===== config.mk =====
export PLATFORM = sky130hd
export DESIGN_NAME = imm_gen_pipe_flat
export DESIGN_NICKNAME = d
export VERILOG_FILES = /design/src/rtl/imm_gen_pipe_pkg.sv /design/src/rtl/imm_gen_pipe_if.sv /design/src/rtl/imm_gen_pipe_core.sv /design/src/rtl/imm_gen_pipe.sv /design/src/flat_wrapper.sv
export SDC_FILE = /design/constraint.sdc
export NUM_CORES = 1
export LEC_CHECK = 0
export ABC_AREA = 1
export BUFFER_PORTS_ARGS = -buffer_cell sky130_fd_sc_hd__buf_2
export CAP_MARGIN = 20
export CORE_MARGIN = 1.5
export CORE_UTILIZATION = 25
export DETAILED_ROUTE_END_ITERATION = 7
export GPL_TIMING_DRIVEN = 0
export PLACE_DENSITY_LB_ADDON = 0.2
export REMOVE_ABC_BUFFERS = 1
export SYNTH_ARGS = -nofsm -noshare
export SYNTH_HDL_FRONTEND = slang
export SYNTH_HIERARCHICAL = 1
export SYNTH_SLANG_ARGS = --single-unit

===== constraint.sdc =====
create_clock -name Clk -period 1.4 [get_ports Clk]
set_input_delay 0.28 -clock Clk [delete_from_list [all_inputs] [get_ports Clk]]
set_output_delay 0.28 -clock Clk [all_outputs]
set_load 0.05 [all_outputs]

===== src/rtl/imm_gen_pipe_pkg.sv =====
// Shared immediate-format selector encodings for the immediate generator slice.
package imm_gen_pipe_pkg;

    typedef enum logic [2:0] {
        IMM_SEL_I     = 3'd0,
        IMM_SEL_S     = 3'd1,
        IMM_SEL_B     = 3'd2,
        IMM_SEL_J     = 3'd3,
        IMM_SEL_U     = 3'd4,
        IMM_SEL_SHAMT = 3'd5,
        IMM_SEL_ZIMM  = 3'd6,
        IMM_SEL_NONE  = 3'd7
    } imm_sel_e;

    localparam int IMM_SKID_DEPTH = 2;

endpackage


===== src/rtl/imm_gen_pipe_if.sv =====
// Decode-side and execute-side handshake bundle of the pipelined immediate generator.
interface imm_gen_pipe_if #(
    parameter int XLEN = 32
);
    // Valid/ready: a transfer happens on a rising edge where valid && ready; valid must
    // not depend on ready, and Flush discards the in-flight input and all held entries.
    logic            In_Valid;
    logic            In_Ready;
    logic [31:0]     Instruction;
    logic [2:0]      Imm_Sel;
    logic            Flush;
    logic            Out_Valid;
    logic            Out_Ready;
    logic [XLEN-1:0] Imm_Gen_Out;
    logic            Imm_Err;

    modport slave (
        input  In_Valid, Instruction, Imm_Sel, Flush, Out_Ready,
        output In_Ready, Out_Valid, Imm_Gen_Out, Imm_Err
    );

    modport master (
        output In_Valid, Instruction, Imm_Sel, Flush, Out_Ready,
        input  In_Ready, Out_Valid, Imm_Gen_Out, Imm_Err
    );
endinterface


===== src/rtl/imm_gen_pipe_core.sv =====
// Combinational immediate extraction for all RV base formats (imm_gen_core).
// IMM_GEN_ILLEGAL_CHK_EN adds the malformed-immediate flag output.
module imm_gen_core
    import imm_gen_pipe_pkg::*;
#(
    parameter int XLEN = 32
) (
    input  logic [31:0]     i_instr,
    input  logic [2:0]      i_sel,
`ifdef IMM_GEN_ILLEGAL_CHK_EN
    output logic            o_err,
`endif
    output logic [XLEN-1:0] o_imm
);

    logic [31:0] w_raw;
    logic        w_sext;
    logic [6:0]  w_unused;

    assign w_unused = i_instr[6:0];

    // Every format fits in 32 bits; only the sign-extending ones widen for XLEN=64.
    always_comb begin
        w_raw  = '0;
        w_sext = 1'b0;
        case (imm_sel_e'(i_sel))
            IMM_SEL_I: begin
                w_raw  = {{21{i_instr[31]}}, i_instr[30:20]};
                w_sext = 1'b1;
            end
            IMM_SEL_S: begin
                w_raw  = {{21{i_instr[31]}}, i_instr[30:25], i_instr[11:7]};
                w_sext = 1'b1;
            end
            IMM_SEL_B: begin
                w_raw  = {{20{i_instr[31]}}, i_instr[7], i_instr[30:25], i_instr[11:8], 1'b0};
                w_sext = 1'b1;
            end
            IMM_SEL_J: begin
                w_raw  = {{12{i_instr[31]}}, i_instr[19:12], i_instr[20], i_instr[30:21], 1'b0};
                w_sext = 1'b1;
            end
            IMM_SEL_U: begin
                w_raw  = {i_instr[31:12], 12'b0};
                w_sext = 1'b1;
            end
            IMM_SEL_SHAMT: begin
                if (XLEN == 64) w_raw = {26'b0, i_instr[25:20]};
                else            w_raw = {27'b0, i_instr[24:20]};
            end
            IMM_SEL_ZIMM: w_raw = {27'b0, i_instr[19:15]};
            default:      w_raw = '0;
        endcase
    end

    generate
        if (XLEN == 64) begin : g_x64
            assign o_imm = {{32{w_sext & w_raw[31]}}, w_raw};
        end else begin : g_x32
            assign o_imm = w_raw;
        end
    endgenerate

`ifdef IMM_GEN_ILLEGAL_CHK_EN
    assign o_err = (imm_sel_e'(i_sel) == IMM_SEL_NONE) ||
                   ((XLEN == 32) && (imm_sel_e'(i_sel) == IMM_SEL_SHAMT) && i_instr[25]);
`endif

endmodule


===== src/rtl/imm_gen_pipe.sv =====
// Pipelined immediate generator: one-cycle latency, main + skid register, flush.
// Optional IMM_GEN_ILLEGAL_CHK_EN carries a malformed-immediate flag with each entry.
module imm_gen_pipe
    import imm_gen_pipe_pkg::*;
#(
    parameter int XLEN = 32
) (
    input  logic          Clk,
    input  logic          Rst_N,
    imm_gen_pipe_if.slave bus
);

    logic [XLEN-1:0] w_new_imm;
    logic            w_acc;
    logic            w_drain;
    logic            w_main_free;
    logic            w_main_load_skid;
    logic            w_main_load_in;
    logic            w_skid_load;

    logic            r_main_valid;
    logic            r_skid_valid;
    logic [XLEN-1:0] r_main_imm;
    logic [XLEN-1:0] r_skid_imm;

`ifdef IMM_GEN_ILLEGAL_CHK_EN
    logic w_new_err;
    logic r_main_err;
    logic r_skid_err;

    imm_gen_core #(.XLEN(XLEN)) u_core (
        .i_instr (bus.Instruction),
        .i_sel   (bus.Imm_Sel),
        .o_err   (w_new_err),
        .o_imm   (w_new_imm)
    );
`else
    imm_gen_core #(.XLEN(XLEN)) u_core (
        .i_instr (bus.Instruction),
        .i_sel   (bus.Imm_Sel),
        .o_imm   (w_new_imm)
    );
`endif

    // The skid only fills while main is held, so a free skid is exactly the ready condition.
    assign bus.In_Ready    = ~r_skid_valid;
    assign bus.Out_Valid   = r_main_valid;
    assign bus.Imm_Gen_Out = r_main_imm;

    assign w_acc            = bus.In_Valid && !r_skid_valid;
    assign w_drain          = r_main_valid && bus.Out_Ready;
    assign w_main_free      = !r_main_valid || w_drain;
    assign w_main_load_skid = w_main_free && r_skid_valid;
    assign w_main_load_in   = w_main_free && !r_skid_valid && w_acc;
    assign w_skid_load      = w_acc && !w_main_free;

    always_ff @(posedge Clk or negedge Rst_N) begin
        if (!Rst_N) begin
            r_main_valid <= 1'b0;
            r_skid_valid <= 1'b0;
        end else if (bus.Flush) begin
            r_main_valid <= 1'b0;
            r_skid_valid <= 1'b0;
        end else begin
            if (w_main_free) r_main_valid <= r_skid_valid || w_acc;
            if (r_skid_valid) r_skid_valid <= !w_drain;
            else              r_skid_valid <= w_skid_load;
        end
    end

    always_ff @(posedge Clk or negedge Rst_N) begin
        if (!Rst_N) begin
            r_main_imm <= '0;
            r_skid_imm <= '0;
        end else if (!bus.Flush) begin
            if (w_main_load_skid)    r_main_imm <= r_skid_imm;
            else if (w_main_load_in) r_main_imm <= w_new_imm;
            if (w_skid_load)         r_skid_imm <= w_new_imm;
        end
    end

`ifdef IMM_GEN_ILLEGAL_CHK_EN
    always_ff @(posedge Clk or negedge Rst_N) begin
        if (!Rst_N) begin
            r_main_err <= 1'b0;
            r_skid_err <= 1'b0;
        end else if (!bus.Flush) begin
            if (w_main_load_skid)    r_main_err <= r_skid_err;
            else if (w_main_load_in) r_main_err <= w_new_err;
            if (w_skid_load)         r_skid_err <= w_new_err;
        end
    end

    assign bus.Imm_Err = r_main_err;
`else
    assign bus.Imm_Err = 1'b0;
`endif

endmodule

===== src/flat_wrapper.sv =====
// flat-port wrapper written by rule: the top's interface ports become plain ports
module imm_gen_pipe_flat import imm_gen_pipe_pkg::*;
#(
    parameter int XLEN = 32
)
  (Clk, Rst_N, bus_In_Valid, bus_Instruction, bus_Imm_Sel, bus_Flush, bus_Out_Ready, bus_In_Ready, bus_Out_Valid, bus_Imm_Gen_Out, bus_Imm_Err);
  imm_gen_pipe_if #(.XLEN(XLEN)) bus_i ();
  input  logic Clk;
  input  logic Rst_N;
  input wire logic [$bits(bus_i.In_Valid)-1:0] bus_In_Valid;
  input wire logic [$bits(bus_i.Instruction)-1:0] bus_Instruction;
  input wire logic [$bits(bus_i.Imm_Sel)-1:0] bus_Imm_Sel;
  input wire logic [$bits(bus_i.Flush)-1:0] bus_Flush;
  input wire logic [$bits(bus_i.Out_Ready)-1:0] bus_Out_Ready;
  output wire logic [$bits(bus_i.In_Ready)-1:0] bus_In_Ready;
  output wire logic [$bits(bus_i.Out_Valid)-1:0] bus_Out_Valid;
  output wire logic [$bits(bus_i.Imm_Gen_Out)-1:0] bus_Imm_Gen_Out;
  output wire logic [$bits(bus_i.Imm_Err)-1:0] bus_Imm_Err;
  assign bus_i.In_Valid = bus_In_Valid;
  assign bus_i.Instruction = bus_Instruction;
  assign bus_i.Imm_Sel = bus_Imm_Sel;
  assign bus_i.Flush = bus_Flush;
  assign bus_i.Out_Ready = bus_Out_Ready;
  assign bus_In_Ready = bus_i.In_Ready;
  assign bus_Out_Valid = bus_i.Out_Valid;
  assign bus_Imm_Gen_Out = bus_i.Imm_Gen_Out;
  assign bus_Imm_Err = bus_i.Imm_Err;
  imm_gen_pipe #(.XLEN(XLEN)) u_core (.Clk(Clk), .Rst_N(Rst_N), .bus(bus_i));
endmodule

# == Word-level counts from Yosys, hierarchy flattened ==
# Index checks and enable logic that the tools add are counted.
# classes
eq_ne,6
mux,7
bitwise_logic,2
reduce_logical,17
# op_table
op,count
case mux 32 bit (7 select lines),1
2-to-1 mux 32 bit,2
equality test 3 bit (second input constant),3
equality test 3 x 2 -> 1 bit (second input constant),2
logical AND 1 bit,6
zero test 1 bit,4
2-to-1 mux 1 bit,4
AND reduction 2 bit,2
nonzero test 2 bit,2
equality test 3 x 1 -> 1 bit (second input constant),1
zero test 3 bit,1
logical OR 1 bit,2
NOT 1 bit,2
# word_totals
regBits,66
output_inout_bits,35
elab_cells,36

# == Logic depth before layout (Yosys ltp) ==
# depth
depth_word,6
ltp_mapped,9

# == Cells and area by module ==
# The synthesis kept the hierarchy.
# modules_own_cells
mod,cells_each,instances,area_per_inst_um2,seq_area_each_um2
imm_gen_pipe,397,1,3057.9,1651.6
imm_gen_core,87,1,452.9,0.0

# == Worst setup path after synthesis ==
# Ideal clock, no wire load.
# synth_timing
path_type,register to register
startpoint,"reg u_core.r_main_valid, in the netlist u_core/bus.Out_Valid"
endpoint,reg u_core.r_skid_imm[26]
synth_period_minus_slack_ps,1523
required_time_ps,1284
path_stages_with_launch,7
arrival_time_ps,1407
path_slack_ps,-123
cell_sequence,dfrtp_1 nand2_2 nor2_4 nand2_2 buf_2 nand2_1 nand2_1
# synth_between
elab_chain_len,5
# synth_rtl
item,line_no,text
start: declaration,imm_gen_pipe.sv:21,logic r_main_valid;
start signal: assignment,imm_gen_pipe.sv:65,if (w_main_free) r_main_valid <= r_skid_valid || w_acc;
zero test 1 bit / logical AND 1 bit (equally long branches),"imm_gen_pipe.sv:52, imm_gen_pipe.sv:51",
logical OR 1 bit *,imm_gen_pipe.sv:52,assign w_main_free = !r_main_valid || w_drain;
zero test 1 bit *,imm_gen_pipe.sv:55,assign w_skid_load = w_acc && !w_main_free;
logical AND 1 bit *,imm_gen_pipe.sv:55,
AND reduction 2 bit (no source line) *,-,
end signal: assignment,imm_gen_pipe.sv:78,if (w_skid_load) r_skid_imm <= w_new_imm;
end: declaration,imm_gen_pipe.sv:24,logic [XLEN-1:0] r_skid_imm;
# Mark *: on every way between the ends. The rest lies on a longest branch, timed or not.
# A chain may end at the register's enable or synchronous reset.

# == Worst setup path after layout ==
# layout_timing
startpoint,reg u_core.r_skid_valid
endpoint,out bus_In_Ready
# layout_between
elab_chain_len,1
# layout_rtl
item,line_no,text
start: declaration,imm_gen_pipe.sv:22,logic r_skid_valid;
start signal: assignment,imm_gen_pipe.sv:66,if (r_skid_valid) r_skid_valid <= !w_drain;
start signal: assignment,imm_gen_pipe.sv:67,else r_skid_valid <= w_skid_load;
NOT 1 bit,imm_gen_pipe.sv:46,assign bus.In_Ready = ~r_skid_valid;
end: declaration,flat_wrapper.sv:15,output wire logic [$bits(bus_i.In_Ready)-1:0] bus_In_Ready;
# Every way passes these cells.

==> qor.csv <==
metric,value,unit
outcome,"finished, violations left",
failing checks,negative setup slack,
Final WS setup,-0.0275,ns
first-pass detailed-route iteration total,4,
crit path DAT,1.15,ns
Setup Skew,0.00994,ns
Mean Syn Cell Area,7.25,sq um
clk root buf,clkbuf_16,
Ys Warns,6,
Slew Limit Fails,0,
per-cell routed wire length,15.9,microns
Worst R2R Setup Slack,0.05,ns
"Seq/Total Area, Yosys",47.0,%
Max Buffers Root-to-Sink,2,
sequential share of power,38.2,%
Net Sw Power,0.00228,W
vias post-DR,3509,
CP endpoint,bus_In_Ready,
RSZ-0062 raised after global routing,yes,
Critical Path RT,1.12,ns
final wirelength,12000,microns
P_leak,2.62,nW
maximum VDD drop,0.824,mV
Num CTS Buffers,9,
placed instance area,0.00398,sq mm
Reg-to-Reg End,u_core/r_skid_imm[4],
Iter 0 DRT Violations,216,
final period utilization,102,%
min-delay worst type,input port to flop,
area delta synth->final,35.0,%
Post-Syn Area,0.00351,sq mm
worst setup path start,u_core/r_skid_valid,
Power Total,0.00638,W
fmax,0.701,GHz
share of total power in the clock network,34.5,%
"Reg clk slew, reported paths",0.06,ns
Max-cap violations,0,
actual slew at the worst max-slew pin,0.531,ns
Final Hold Violating Endpoints,0,
WS Path Type,flop to primary output,
nets,610,
switching share of total power,35.8,%
H-tree levels,3,
number of remaining DRC errors,0,
row cnt,43,
Die Span X,122,microns
Die H,122,microns
Tmin final,1.43,ns
Crit path largest cell delay,0.57,ns
Min Hold Slack,0.220,ns
worst r2r src,u_core/r_skid_valid,
Skew-Pair Late Insertion Delay,0.34,ns
# diodes,0,
Port Buf Inserts,66,
gr usage total,17.5,%
Sink Count,66,
layout cells sized above 1,24.7,%
CP Max Fanout,8,
vias per inst,4.65,
post-route design area,0.00474,sq mm
Routed Antenna Nets,0,
CP Capture Type,primary output,
Setup Viol. Count Final,1,
Final Wtd Congestion,0.805,
Critical Path Start Type,flop,
synthesized flop and latch total,66,
worst-path cell chain,"inv_2, buf_8",
Yosys cell types,22,
core area,0.0138,sq mm
post-place setup slack,-1.65,ns
aggregate global routing overflow,0,
"Slowest-stage cell, CP",dfrtp_4,
Comb power frac,27.3,%
final setup TNS,-0.0275,ns
largest net degree at the start of global routing,67,
Power Internal,0.00410,W
relative slew slack,64.5,%
dpl hpwl,6260,microns
PwrDens,1350,mW/mm^2
number of global-route vias before repair,3540,
synthesized netlist cell count,484,
CTS tree,done,
initial antenna violation count,0,
FF-to-FF path depth,4,
first-pass GRT wire length,19500,microns
Initial Util,25.5,%
I/O pins,75,
DIE AREA,0.0148,sq mm
## how the worst min path moves through the flow
stage | start | endpoint | slack (ns) | cells after the start
4_1_cts | bus_Out_Ready | u_core/r_skid_valid | 0.22 | 4
2_1_floorplan | Rst_N | u_core/bus.Imm_Gen_Out[0] | -0.02 | 0
6_report | bus_Out_Ready | u_core/r_skid_valid | 0.22 | 4
3_3_place_gp | u_core/r_skid_imm[1] | u_core/r_skid_imm[1] | 0.45 | 2
5_1_grt | bus_Out_Ready | u_core/r_skid_valid | 0.25 | 4
3_5_place_dp | Rst_N | u_core/bus.Imm_Gen_Out[8] | 0.32 | 2
## through the flow
step | instances | util (%)
6_report | 755 | 34.4
5_1_grt | 755 | 34.4
4_1_cts | 750 | 33.7
3_5_place_dp | 703 | 28.9
3_3_place_gp | 701 | 28.4
2_1_floorplan | 455 | -
## power by group through the flow
| stage | combinational, W | clock (W) | sequential, W |
|---|---|---|---|
| floorplan | 0.000537 | 0 | 0.00300 |
| global placement | 0.00152 | 0 | 0.00246 |
| detailed placement | 0.00155 | 0 | 0.00248 |
| CTS | 0.00172 | 0.00226 | 0.00244 |
| global route | 0.00190 | 0.00234 | 0.00249 |
| finish | 0.00174 | 0.00220 | 0.00244 |
## Yosys cell counts
cell	n	area share (%)
nand2_2	3	0.53
buf_4	5	1.1
dfrtp_1	66	47
nand3_1	80	11
inv_1	12	1.3
nand2_4	2	0.64
o21ai_0	8	1.1
o21ai_4	2	0.93
o211ai_2	1	0.36
inv_4	1	0.18
nor2_1	7	0.75
buf_2	24	3.4
conb_1	1	0.11
nand4_1	7	1.2
nand3_4	1	0.50
inv_2	2	0.21
nor2_4	2	0.64
o211ai_1	1	0.21
nand2_1	255	27
nor3_4	1	0.46
o21ai_2	1	0.25
nor2_2	2	0.36
## flip-flops by register name, indices dropped and copies added (netlist names)
name	count
u_core/bus.Out_Valid	1
u_core/r_skid_imm	32
u_core/r_skid_valid	1
u_core/bus.Imm_Gen_Out	32
## placed cells by master, fill, tap and decap left out, types with 2 or more instances in the layout
master	count
nand2_1	253
o211ai_4	2
clkinvlp_4	3
nor2_4	7
buf_16	2
o21ai_0	8
buf_6	3
inv_1	10
nand2_4	4
nand2_2	2
nand3_1	80
buf_4	21
nand2_8	2
nor2_1	7
buf_8	2
clkbuf_16	10
buf_2	63
nand4_1	7
inv_2	4
dfrtp_1	64
buf_12	5
clkbuf_8	3
o21ai_4	3
## what timing repair did
item                                    4_1_cts  5_1_grt
hold buffers                                  1        0
pin swaps                                     7        4
gates cloned                                  5        1
endpoints found under the hold margin        66        0
endpoints found under the setup margin       66       40
buffers inserted                             25        4
gates resized for setup                      17        6
## layer usage
metal,vias to the layer above,global-route usage [%],wire (microns)
li1,1716,-,-
met1,1655,23.1,5450
met2,117,28.6,5600
met3,21,3.67,712
met4,0,5.88,257
met5,-,0,0
## critical path: cells and delay by family (launching register included)
kind,cells,cell delay (ns)
flip-flops,1,0.57
buffers and inverters,2,0.24
## logic make-up after synthesis
group                  synth area share (%)
AO/OA/AOI/OAI                          2.89
buffers and inverters                  6.17
flip-flops                             47.0
other                                 0.107
AND/OR/NAND/NOR                        43.8
## area by class of cell
| cell class | instances | area, sq um |
|---|---|---|
| fill | 1511 | 9030 |
| multi-input combinational | 379 | 1770 |
| sequential | 66 | 1660 |
| timing repair buffer | 99 | 734 |
| clock buffer | 13 | 270 |
| tap | 180 | 225 |
| inverter | 15 | 58.8 |
| clock inverter | 3 | 22.5 |
Power figures use the tool's default switching activity.
